**config.mk**
```make
export PLATFORM = sky130hd
export DESIGN_NAME = vram_arbiter
export DESIGN_NICKNAME = d
export VERILOG_FILES = /design/src/rtl/snake_vram_pkg.sv /design/src/rtl/vram_clear_counter.sv /design/src/rtl/vram_arbiter.sv
export SDC_FILE = /design/constraint.sdc
export NUM_CORES = 1
export LEC_CHECK = 0
export ABC_AREA = 1
export BUFFER_PORTS_ARGS = -buffer_cell sky130_fd_sc_hd__clkbuf_2
export CAP_MARGIN = 25
export CORE_UTILIZATION = 47
export DETAILED_ROUTE_END_ITERATION = 8
export GPL_TIMING_DRIVEN = 0
export HOLD_SLACK_MARGIN = 0.06
export MAX_ROUTING_LAYER = met4
export PLACE_DENSITY = 0.79
export SKIP_CTS_REPAIR_TIMING = 1
export SLEW_MARGIN = 10
export SYNTH_ARGS = -nofsm -noshare
export SYNTH_HDL_FRONTEND = slang
export SYNTH_SLANG_ARGS = --single-unit
export TNS_END_PERCENT = 30
```
**constraint.sdc**
```tcl
create_clock -name clk -period 1.6 [get_ports clk]
set_input_delay 0.4 -clock clk [delete_from_list [all_inputs] [get_ports clk]]
set_output_delay 0.4 -clock clk [all_outputs]
set_load 0.01 [all_outputs]
```
**src/rtl/snake_vram_pkg.sv**
```systemverilog
// Shared constants and types for the snake tile RAM: grid geometry, tile codes and the
// arbiter state encoding.
package snake_vram_pkg;

  localparam int unsigned GRID_W = 40;
  localparam int unsigned GRID_H = 30;
  localparam int unsigned DEPTH  = GRID_W * GRID_H;
  localparam int unsigned ADDR_W = 11;
  localparam int unsigned DATA_W = 2;

  localparam logic [DATA_W-1:0] TILE_EMPTY = 2'd0;
  localparam logic [DATA_W-1:0] TILE_SNAKE = 2'd1;
  localparam logic [DATA_W-1:0] TILE_FOOD  = 2'd2;
  localparam logic [DATA_W-1:0] TILE_WALL  = 2'd3;

  typedef enum logic {
    StIdle,
    StClear
  } arb_state_e;

endpackage

```
**src/rtl/vram_clear_counter.sv**
```systemverilog
// Tile address counter for the clear sequencer: advances on enable, wraps to zero after the
// last tile, and can be restarted synchronously.
module vram_clear_counter #(
  parameter int unsigned ADDR_W = snake_vram_pkg::ADDR_W,
  parameter int unsigned DEPTH  = snake_vram_pkg::DEPTH
) (
  input  logic              clk,
  input  logic              rst_n,
  input  logic              en_i,
  input  logic              restart_i,
  output logic [ADDR_W-1:0] count_o,
  output logic              last_o
);

  logic [ADDR_W-1:0] count_q;

  assign count_o = count_q;
  assign last_o  = (count_q == ADDR_W'(DEPTH - 1));

  always_ff @(posedge clk or negedge rst_n) begin
    if (!rst_n) begin
      count_q <= '0;
    end else if (restart_i) begin
      count_q <= '0;
    end else if (en_i) begin
      count_q <= last_o ? '0 : count_q + 1'b1;
    end
  end

endmodule

```
**src/rtl/vram_arbiter.sv**
```systemverilog
// Single-port tile RAM arbiter: display reads always win, then the clear sequencer, then the
// game-logic writer. One RAM access per clock.
module vram_arbiter #(
  parameter int unsigned        ADDR_W         = snake_vram_pkg::ADDR_W,
  parameter int unsigned        DATA_W         = snake_vram_pkg::DATA_W,
  parameter int unsigned        DEPTH          = snake_vram_pkg::DEPTH,
  parameter logic [DATA_W-1:0]  CLEAR_VAL      = DATA_W'(snake_vram_pkg::TILE_EMPTY),
  parameter bit                 WRITE_IN_BLANK = 1'b0
) (
  input  logic              clk,
  input  logic              rst_n,
  input  logic              vblank,
  input  logic              disp_req,
  input  logic [ADDR_W-1:0] disp_addr,
  output logic              disp_valid,
  output logic [DATA_W-1:0] disp_data,
  input  logic              wr_valid,
  input  logic [ADDR_W-1:0] wr_addr,
  input  logic [DATA_W-1:0] wr_data,
  output logic              wr_ready,
  input  logic              clr_start,
  output logic              clr_busy,
  output logic              clr_done,
  output logic [ADDR_W-1:0] ram_addr,
  output logic              ram_we,
  output logic [DATA_W-1:0] ram_wdata,
  input  logic [DATA_W-1:0] ram_rdata
);

  import snake_vram_pkg::*;

  arb_state_e        state_q;
  logic              clr_busy_q;
  logic              clr_done_q;
  logic              disp_pend_q;
  logic              disp_valid_q;
  logic [DATA_W-1:0] disp_data_q;

  logic [ADDR_W-1:0] clr_addr;
  logic              clr_last;
  logic              clr_step;
  logic              clr_restart;
  logic              wr_enable;
  logic              wr_accept;

  assign wr_enable   = WRITE_IN_BLANK ? vblank : 1'b1;
  // rst_n gating keeps the handshake closed while reset is asserted
  assign wr_ready    = rst_n && (state_q == StIdle) && !disp_req && !clr_start && wr_enable;
  assign wr_accept   = wr_valid && wr_ready;
  assign clr_step    = (state_q == StClear) && !disp_req;
  assign clr_restart = (state_q == StIdle) && clr_start;

  vram_clear_counter #(
    .ADDR_W(ADDR_W),
    .DEPTH (DEPTH)
  ) u_clear_counter (
    .clk      (clk),
    .rst_n    (rst_n),
    .en_i     (clr_step),
    .restart_i(clr_restart),
    .count_o  (clr_addr),
    .last_o   (clr_last)
  );

  // Grant mux
  always_comb begin
    ram_addr  = '0;
    ram_we    = 1'b0;
    ram_wdata = '0;
    if (disp_req) begin
      ram_addr = disp_addr;
    end else if (state_q == StClear) begin
      ram_addr  = clr_addr;
      ram_we    = 1'b1;
      ram_wdata = CLEAR_VAL;
    end else if (wr_accept) begin
      // Off-grid writes complete the handshake but never reach the RAM
      ram_addr  = wr_addr;
      ram_we    = 32'(wr_addr) < DEPTH;
      ram_wdata = wr_data;
    end
  end

  always_ff @(posedge clk or negedge rst_n) begin
    if (!rst_n) begin
      state_q    <= StIdle;
      clr_busy_q <= 1'b0;
      clr_done_q <= 1'b0;
    end else begin
      clr_done_q <= 1'b0;
      case (state_q)
        StIdle: begin
          if (clr_start) begin
            state_q    <= StClear;
            clr_busy_q <= 1'b1;
          end
        end
        StClear: begin
          if (clr_step && clr_last) begin
            state_q    <= StIdle;
            clr_busy_q <= 1'b0;
            clr_done_q <= 1'b1;
          end
        end
        default: begin
          state_q    <= StIdle;
          clr_busy_q <= 1'b0;
        end
      endcase
    end
  end

  // Display read pipeline: RAM output arrives one clock after the request
  always_ff @(posedge clk or negedge rst_n) begin
    if (!rst_n) begin
      disp_pend_q  <= 1'b0;
      disp_valid_q <= 1'b0;
      disp_data_q  <= '0;
    end else begin
      disp_pend_q  <= disp_req;
      disp_valid_q <= disp_pend_q;
      if (disp_pend_q) begin
        disp_data_q <= ram_rdata;
      end
    end
  end

  assign disp_valid = disp_valid_q;
  assign disp_data  = disp_data_q;
  assign clr_busy   = clr_busy_q;
  assign clr_done   = clr_done_q;

endmodule
```
; Yosys cells after proc, flatten, opt, wreduce, memory -nomap -nowiden
; Cells that the tools add are included.
[classes]
n_addsub = 1
reduce_logical = 11
muxes = 20
n_bitwise = 1
order_cmp = 1
n_eq_ne = 3
[ops]
columns = cell, n
row1 = 11-bit 2-to-1 mux, 6
row2 = 11-bit by 1-bit adder with 11-bit output (second input constant), 1
row3 = 11-bit == test (second input constant), 1
row4 = 11-bit less-than comparator (second input constant), 1
row5 = 1-bit 2-to-1 mux, 9
row6 = 1-bit logical AND, 7
row7 = 2-bit 2-to-1 mux, 3
row8 = 1-bit one-hot mux with 2 select lines, 2
row9 = 1-bit logical NOT, 2
row10 = 2-bit by 1-bit inequality test with 1-bit output (second input constant), 1
row11 = 2-bit inequality test (second input constant), 1
row12 = 2-bit AND reduction, 1
row13 = 2-bit nonzero test, 1
row14 = 1-bit NOT, 1
[word_totals]
out_inout_bits = 20
word_cells = 44
reg_bits = 18
input_bits = 32

; Depth between registers and ports, before layout
; Gate-level depths: netlist of the first run.
[depth]
word_depth = 8
depth_mapped = 8
ltp_nobuf = 7

; Modules after synthesis
; From an unflattened synthesis of the first run, not the netlist that was laid out.
[hier_totals]
cells_unflattened = 199
area_unflattened_um2 = 1350.0
[modules_own_cells]
columns = mod, cells_per_inst, area_each_um2, seq_area_each_um2, n_inst
row1 = vram_clear_counter, 103, 742.0, 275.3, 1
row2 = vram_arbiter, 96, 608.1, 175.2, 1

; Worst setup path before layout of the first run
; No wires, ideal clock.
[synth_timing]
path_kind = reg-to-output
start = register state_q
end = output port ram_we
n_path_buf = 0
path_stages_with_launch = 6
arrival_ns = 1.066
path_slack_ns = 0.134
required_time_ns = 1.200
path_cell_list = dfrtp_1 nor2_1 nand2_1 nor2_1 inv_1 o21ai_0
[synth_between]
elab_chain_len = 8
[synth_rtl]
columns = item, line
row1 = from (decl), vram_arbiter.sv:32  ; arb_state_e state_q;
row2 = from (signal assigned), vram_arbiter.sv:86  ; state_q <= StIdle;
row3 = from (signal assigned), vram_arbiter.sv:94  ; state_q <= StClear;
row4 = from (signal assigned), vram_arbiter.sv:100  ; state_q <= StIdle;
row5 = 1-bit NOT, n/a
row6 = 1-bit logical AND (3 in series), vram_arbiter.sv:48  ; assign wr_ready = rst_n && (state_q == StIdle) && !disp_req && !clr_start && wr_enable;
row7 = 1-bit logical AND, vram_arbiter.sv:49  ; assign wr_accept = wr_valid && wr_ready;
row8 = 1-bit 2-to-1 mux, vram_arbiter.sv:76  ; end else if (wr_accept) begin
row9 = 1-bit 2-to-1 mux *, vram_arbiter.sv:72  ; end else if (state_q == StClear) begin
row10 = 1-bit 2-to-1 mux *, vram_arbiter.sv:70  ; if (disp_req) begin
row11 = to (decl), vram_arbiter.sv:25  ; output logic ram_we,
; Every way passes the cells marked *; elsewhere a longest branch is shown, timed or not.

; Worst setup path after layout of the first run
[layout_timing]
start = register state_q
end = output port ram_addr[6]
[layout_between]
elab_chain_len = 8
[layout_rtl]
columns = item, line
row1 = 1-bit NOT, n/a
row2 = 1-bit logical AND (3 in series), vram_arbiter.sv:48
row3 = 1-bit logical AND, vram_arbiter.sv:49
row4 = 11-bit 2-to-1 mux, vram_arbiter.sv:76
row5 = 11-bit 2-to-1 mux *, vram_arbiter.sv:72
row6 = 11-bit 2-to-1 mux *, vram_arbiter.sv:70
row7 = to (decl), vram_arbiter.sv:24  ; output logic [ADDR_W-1:0] ram_addr,
; Marked as above.

==> impl_results.md, run 1 <==
* Mapped Cells at 173
* CP max stage delay at 0.41 ns
* Layout Nets at 264
* # port buffers at 50
* Fill count at 207
* Commonest non-fill, non-tap cell in the layout: nand2_1
* RSZ-0062 raised after global routing: true
* Max-cap violations at 0
* Final setup viols at 14
* Fin util at 68.5%
* Leak Pwr at 0.000828 uW
* Slowest-stage cell, CP: dfrtp_1
* Io pins at 52
* Root buffer cell: clkbuf_4
* Synth top area share at 37.4%
* Arr. time, crit path at 1.48 ns
* Worst VDD drop at 0.000879 V
* # placed instances at 251
* Synth area leaders: dfrtp_1 (37%), nand2_1 (19%), inv_1 (7.5%)
* Post-Syn Nets at 206
* Syn-to-layout area delta at 31.8%
* Yosys warnings at 0
* Worst setup path class: reg -> out
* GP Congestion at 0.840
* Vias in the first global route at 1,181
* Starting density of the core at 52.0%
* Vias per inst at 5.18
* Min Tclk post-route at 1.88 ns
* GRT Overall Usage at 23.6%
* Routed WL per cell at 12.2 um
* Die Ht at 52.6 um
* CTS tree: done
* Antenna-violating nets left at 0
* Antenna Diode Count at 0
* Largest net degree at the start of global routing at 20
* Worst slew pin tran at 0.820 ns
* Worst setup margin at -0.283 ns
* Num CTS Buffers at 3
* Crit path cell chain: nor2_2 > nand2_2 > nor2_4 > buf_6 > nand2_1 > o211ai_1 > buf_2
* Crit path launch type: flop
* Synth Area per Inst at 6.96 um^2
* Total vias in the final route at 1,337
* Clock Latency Late Sink at 0.31 ns
* Total negative setup slack at -3.39 ns
* Netlist cell types at 25
* Layout cells sized above 1 at 32.2%
* Clk_skew at 0.0132 ns
* Placement Cell Area at 0.00149 mm^2
* Max FO, Critical Path at 5
* Failing checks: setup timing
* Netlist Area Pre-Place at 0.00120 mm^2
* Post-synth top area cell: dfrtp_1
* Residual DRC count at 0
* Sequential cell area at 450 um^2
* Slew Viols, Final at 0
* Grt ovf at 0
* Global-route wire length before repair at 4690 um
* Drt pass-1 iters at 6
* CP Capture Type: output port
* Clock sinks at 18
* Die X at 52.6 um
* Power Density at 849 mW/mm^2
* Slew HR at 45.2%
* Area of the multi-input gates at 654 um^2
* Worst-path clk slew at 0.10 ns
* Core Region at 0.00232 mm^2
* Hold Crit Class: in -> reg
* Synth Register Bits at 18
* Final period util at 118%
* Delay-heaviest family, CP: flip-flops
* Final Hold Fails at 0
* Final WL at 3140 um
* Max Clock Freq at 531 MHz
* Sequential area share after synthesis at 37.4%
* Commonest non-fill, non-tap cells in the layout: nand2_1 (58), clkbuf_2 (37), inv_1 (24), dfrtp_1 (18), buf_2 (12)
* Status: complete, but fails checks
* Hpwl dp at 2380 um
* Non-filler cells, final at 258
* DIE AREA at 0.00277 mm^2
* Min Hold Slack at 0.266 ns
* Finished layout cell area at 0.00159 mm^2
* Critical Path RT at 1.20 ns
* Std-Cell Rows at 17
* Buf/Inv on CP at 2
* Max clock buf depth at 2
* Initial antenna violation count at 0
* Initial DRC count at 38
* Depth of the CTS H-tree at 1
[cell usage after synthesis]
cell	instances
a21oi_1	2
o21ai_0	7
nor2_1	14
nand2_1	61
buf_2	1
nand4_1	3
nand2_2	2
dfrtp_1	18
xnor2_1	1
xor2_1	3
clkbuf_8	1
mux2_2	2
o22ai_1	4
clkbuf_1	1
o21bai_1	1
o211ai_1	10
o21ai_2	1
inv_1	24
nor4_1	1
nand2_4	1
nand3_2	1
nand3_1	10
nor2_2	2
buf_4	1
ha_1	1
[through the flow]
stage	power [uW]	setup WS (ns)
2_1_floorplan	896	0.134
3_3_place_gp	1040	-0.470
3_5_place_dp	1060	-0.540
4_1_cts	1350	-0.540
5_1_grt	1430	-0.381
6_report	1350	-0.283
[area by class of cell]
cell class | count | area share (%)
Tap cell | 28 | 2.21
Multi-Input combinational cell | 127 | 41.2
Sequential cell | 18 | 28.4
Timing Repair Buffer | 53 | 18.0
Buffer | 4 | 2.29
Inverter | 24 | 5.67
Clock buffer | 4 | 2.29
[registers in the layout, summed over array words and instances, names as in the netlist]
signal	flops
clr_busy	1
u_clear_counter.count_o	11
disp_pend_q	1
disp_valid	1
state_q	1
clr_done	1
disp_data	2
[power by group]
part	switching [uW]	internal, uW
Clock	151	139
Sequential	85.1	529
Combinational	242	202
Total	478	870
[path summary, 6_finish.rpt]
path | cells after the start | slack, ns | startpoint | endpoint
setup / recovery | 7 | -0.28 | state_q | ram_addr[6]
hold / removal | 1 | 0.27 | disp_req | disp_pend_q
setup reg to reg | 6 | 0.17 | u_clear_counter.count_o[0] | u_clear_counter.count_o[1]
hold reg to reg | 0 | 0.44 | disp_pend_q | disp_valid
max in group asynchronous | 2 | 0.38 | rst_n | u_clear_counter.count_o[8]
min in group asynchronous | 2 | 0.70 | rst_n | u_clear_counter.count_o[10]
[cell families after synthesis]
| kind of cell | synth area share (%) |
|---|---|
| buf+inv | 9.97 |
| mux | 1.87 |
| compound gates | 13.4 |
| fa+ha+maj | 1.04 |
| simple gates | 33.4 |
| xor+xnor | 2.91 |
| flops | 37.4 |
[routing by layer]
metal	GRT usage [%]	wire length, um	vias to the layer above
met5	-	0	-
met4	10.1	27	0
met3	2.03	168	4
met2	39.9	1590	60
met1	28.6	1350	601
li1	-	-	672
Note: power is estimated with default switching activity, not from simulation.
==> run 2: changes to the inputs <==
--- a/config.mk
+++ b/config.mk
@@ -13,7 +13,7 @@
 export GPL_TIMING_DRIVEN = 0
 export HOLD_SLACK_MARGIN = 0.06
 export MAX_ROUTING_LAYER = met4
-export PLACE_DENSITY = 0.79
+export PLACE_DENSITY = 0.83
 export SKIP_CTS_REPAIR_TIMING = 1
 export SLEW_MARGIN = 10
 export SYNTH_ARGS = -nofsm -noshare
==> run 2 against run 1 <==
The run still ends with setup timing left. Clock skew is 0.0092 ns lower. Flip-flop and latch count did not move. Non-clock buffer count is the same. Global-route usage decreased by 0.36 points. Fmax down 0.23%. Cell area shrank 0.16%. Via count fell by 2.4%. Critical path type unchanged.
==> impl_results.md, run 2 (synthesized netlist as in run 1, its figures left out) <==
* Status: complete, but fails checks
* Failing checks: setup timing
* Clock Latency Late Sink at 0.29 ns
* Final WL at 3030 um
* GRT Overall Usage at 23.2%
* Post-place setup slack at -0.502 ns
* CTS tree: done
* # port buffers at 50
* Min Tclk post-route at 1.89 ns
* Leak Pwr at 0.000829 uW
* Largest register FFs at 11
* Worst-path clk slew at 0.09 ns
* Max Clock Freq at 530 MHz
* CP Capture Type: output port
* Die Ht at 52.6 um
* Worst VDD drop at 0.000688 V
* Worst setup margin at -0.287 ns
* Syn-to-layout area delta at 31.6%
* Total vias in the final route at 1,305
* # placed instances at 251
* Clk_skew at 0.00408 ns
* Max clock buf depth at 2
* Die X at 52.6 um
* GP Congestion at 0.868
* Sequential cell area at 450 um^2
* Crit. Startpoint: state_q
* Fin util at 68.4%
* Slew Viols, Final at 0
* Std-Cell Rows at 17
* Arr. time, crit path at 1.49 ns
* Grt ovf at 0
* Initial DRC count at 26
* Crit path launch type: flop
* Initial antenna violation count at 0
* Layout cells sized above 1 at 32.2%
* Hold Crit Class: in -> reg
* Io pins at 52
* R2R Path Start: u_clear_counter.count_o[0]
* Slew HR at 47.5%
* Hold wc startpoint: disp_req
* Critical Path RT at 1.20 ns
* Residual DRC count at 0
* Global-route wire length before repair at 4710 um
* Non-filler cells, final at 258
* Largest net degree at the start of global routing at 20
* Starting density of the core at 52.0%
* Antenna Diode Count at 0
* Fill count at 211
* Worst setup path class: reg -> out
* Worst slew pin tran at 0.784 ns
* Antenna-violating nets left at 0
* Final period util at 118%
* Routed WL per cell at 11.8 um
* Root buffer cell: clkbuf_4
* Clock sinks at 18
* RSZ-0062 raised after global routing: true
* Layout Nets at 264
* Area of the multi-input gates at 654 um^2
* Power Density at 840 mW/mm^2
* DIE AREA at 0.00277 mm^2
* Commonest non-fill, non-tap cells in the layout: nand2_1 (57), clkbuf_2 (36), inv_1 (24), dfrtp_1 (18), buf_2 (14)
* Final setup viols at 14
* Max-cap violations at 0
* Vias in the first global route at 1,123
* Max FO, Critical Path at 5
* Placement Cell Area at 0.00149 mm^2
* Commonest non-fill, non-tap cell in the layout: nand2_1
* Total power at 1330 uW
* Vias per inst at 5.06
* Depth of the CTS H-tree at 1
* Finished layout cell area at 0.00159 mm^2
* Hpwl dp at 2350 um
* Final Hold Fails at 0
* Num CTS Buffers at 3
* Core Region at 0.00232 mm^2
* Drt pass-1 iters at 4
==> run 2: changes by cell type in the layout (fill, tap and decap cells not counted), sizes merged <==
| cell | change |
|---|---|
| buf | +1 |
| clkbuf | -1 |
==> run 2: stage by stage <==
stage | setup TNS [ns] | hold WS (ns)
after floorplan | 0 | 0.104
after global placement | -6.43 | 0.371
after detailed placement | -6.26 | 0.365
after CTS | -6.22 | 0.0474
after global routing | -4.68 | 0.269
final | -3.55 | 0.291
==> run 2: path summary, 6_finish.rpt <==
path / end / slack, ns / depth (start not counted)
max: ram_addr[8] / -0.29 / 7
min: disp_pend_q / 0.29 / 1
max reg2reg: u_clear_counter.count_o[1] / 0.19 / 6
min reg2reg: disp_valid / 0.42 / 0
max in group asynchronous: u_clear_counter.count_o[7] / 0.40 / 2
min in group asynchronous: u_clear_counter.count_o[9] / 0.71 / 2
==> run 2: worst max-delay path, cell delays in order, from the launching register on <==
cell and delay (ns):
dfrtp_1 0.42, nor2_2 0.11, nand2_2 0.08, nor2_4 0.17
buf_6 0.14, nand2_1 0.05, o211ai_1 0.07, buf_2 0.15
==> run 2: area by class of cell <==
type                       count  area share, %
multi-input combinational    127           41.3
sequential                    18           28.4
timing repair buffer          53           18.0
inverter                      24           5.68
clock buffer                   4           2.29
tap                           28           2.21
buffer                         4           2.13
==> run 2: where the power goes <==
| part | internal (uW) | switching, uW | total, uW |
|---|---|---|---|
| Clock | 139 | 134 | 272 |
| Sequential | 529 | 86.0 | 615 |
| Combinational | 200 | 244 | 444 |
==> run 2: layer usage <==
metal,wire [um],up-vias,GRT usage [%]
li1,-,670,-
met1,1350,577,29.9
met2,1490,53,39.0
met3,154,5,1.74
met4,33,0,6.58
met5,0,-,-
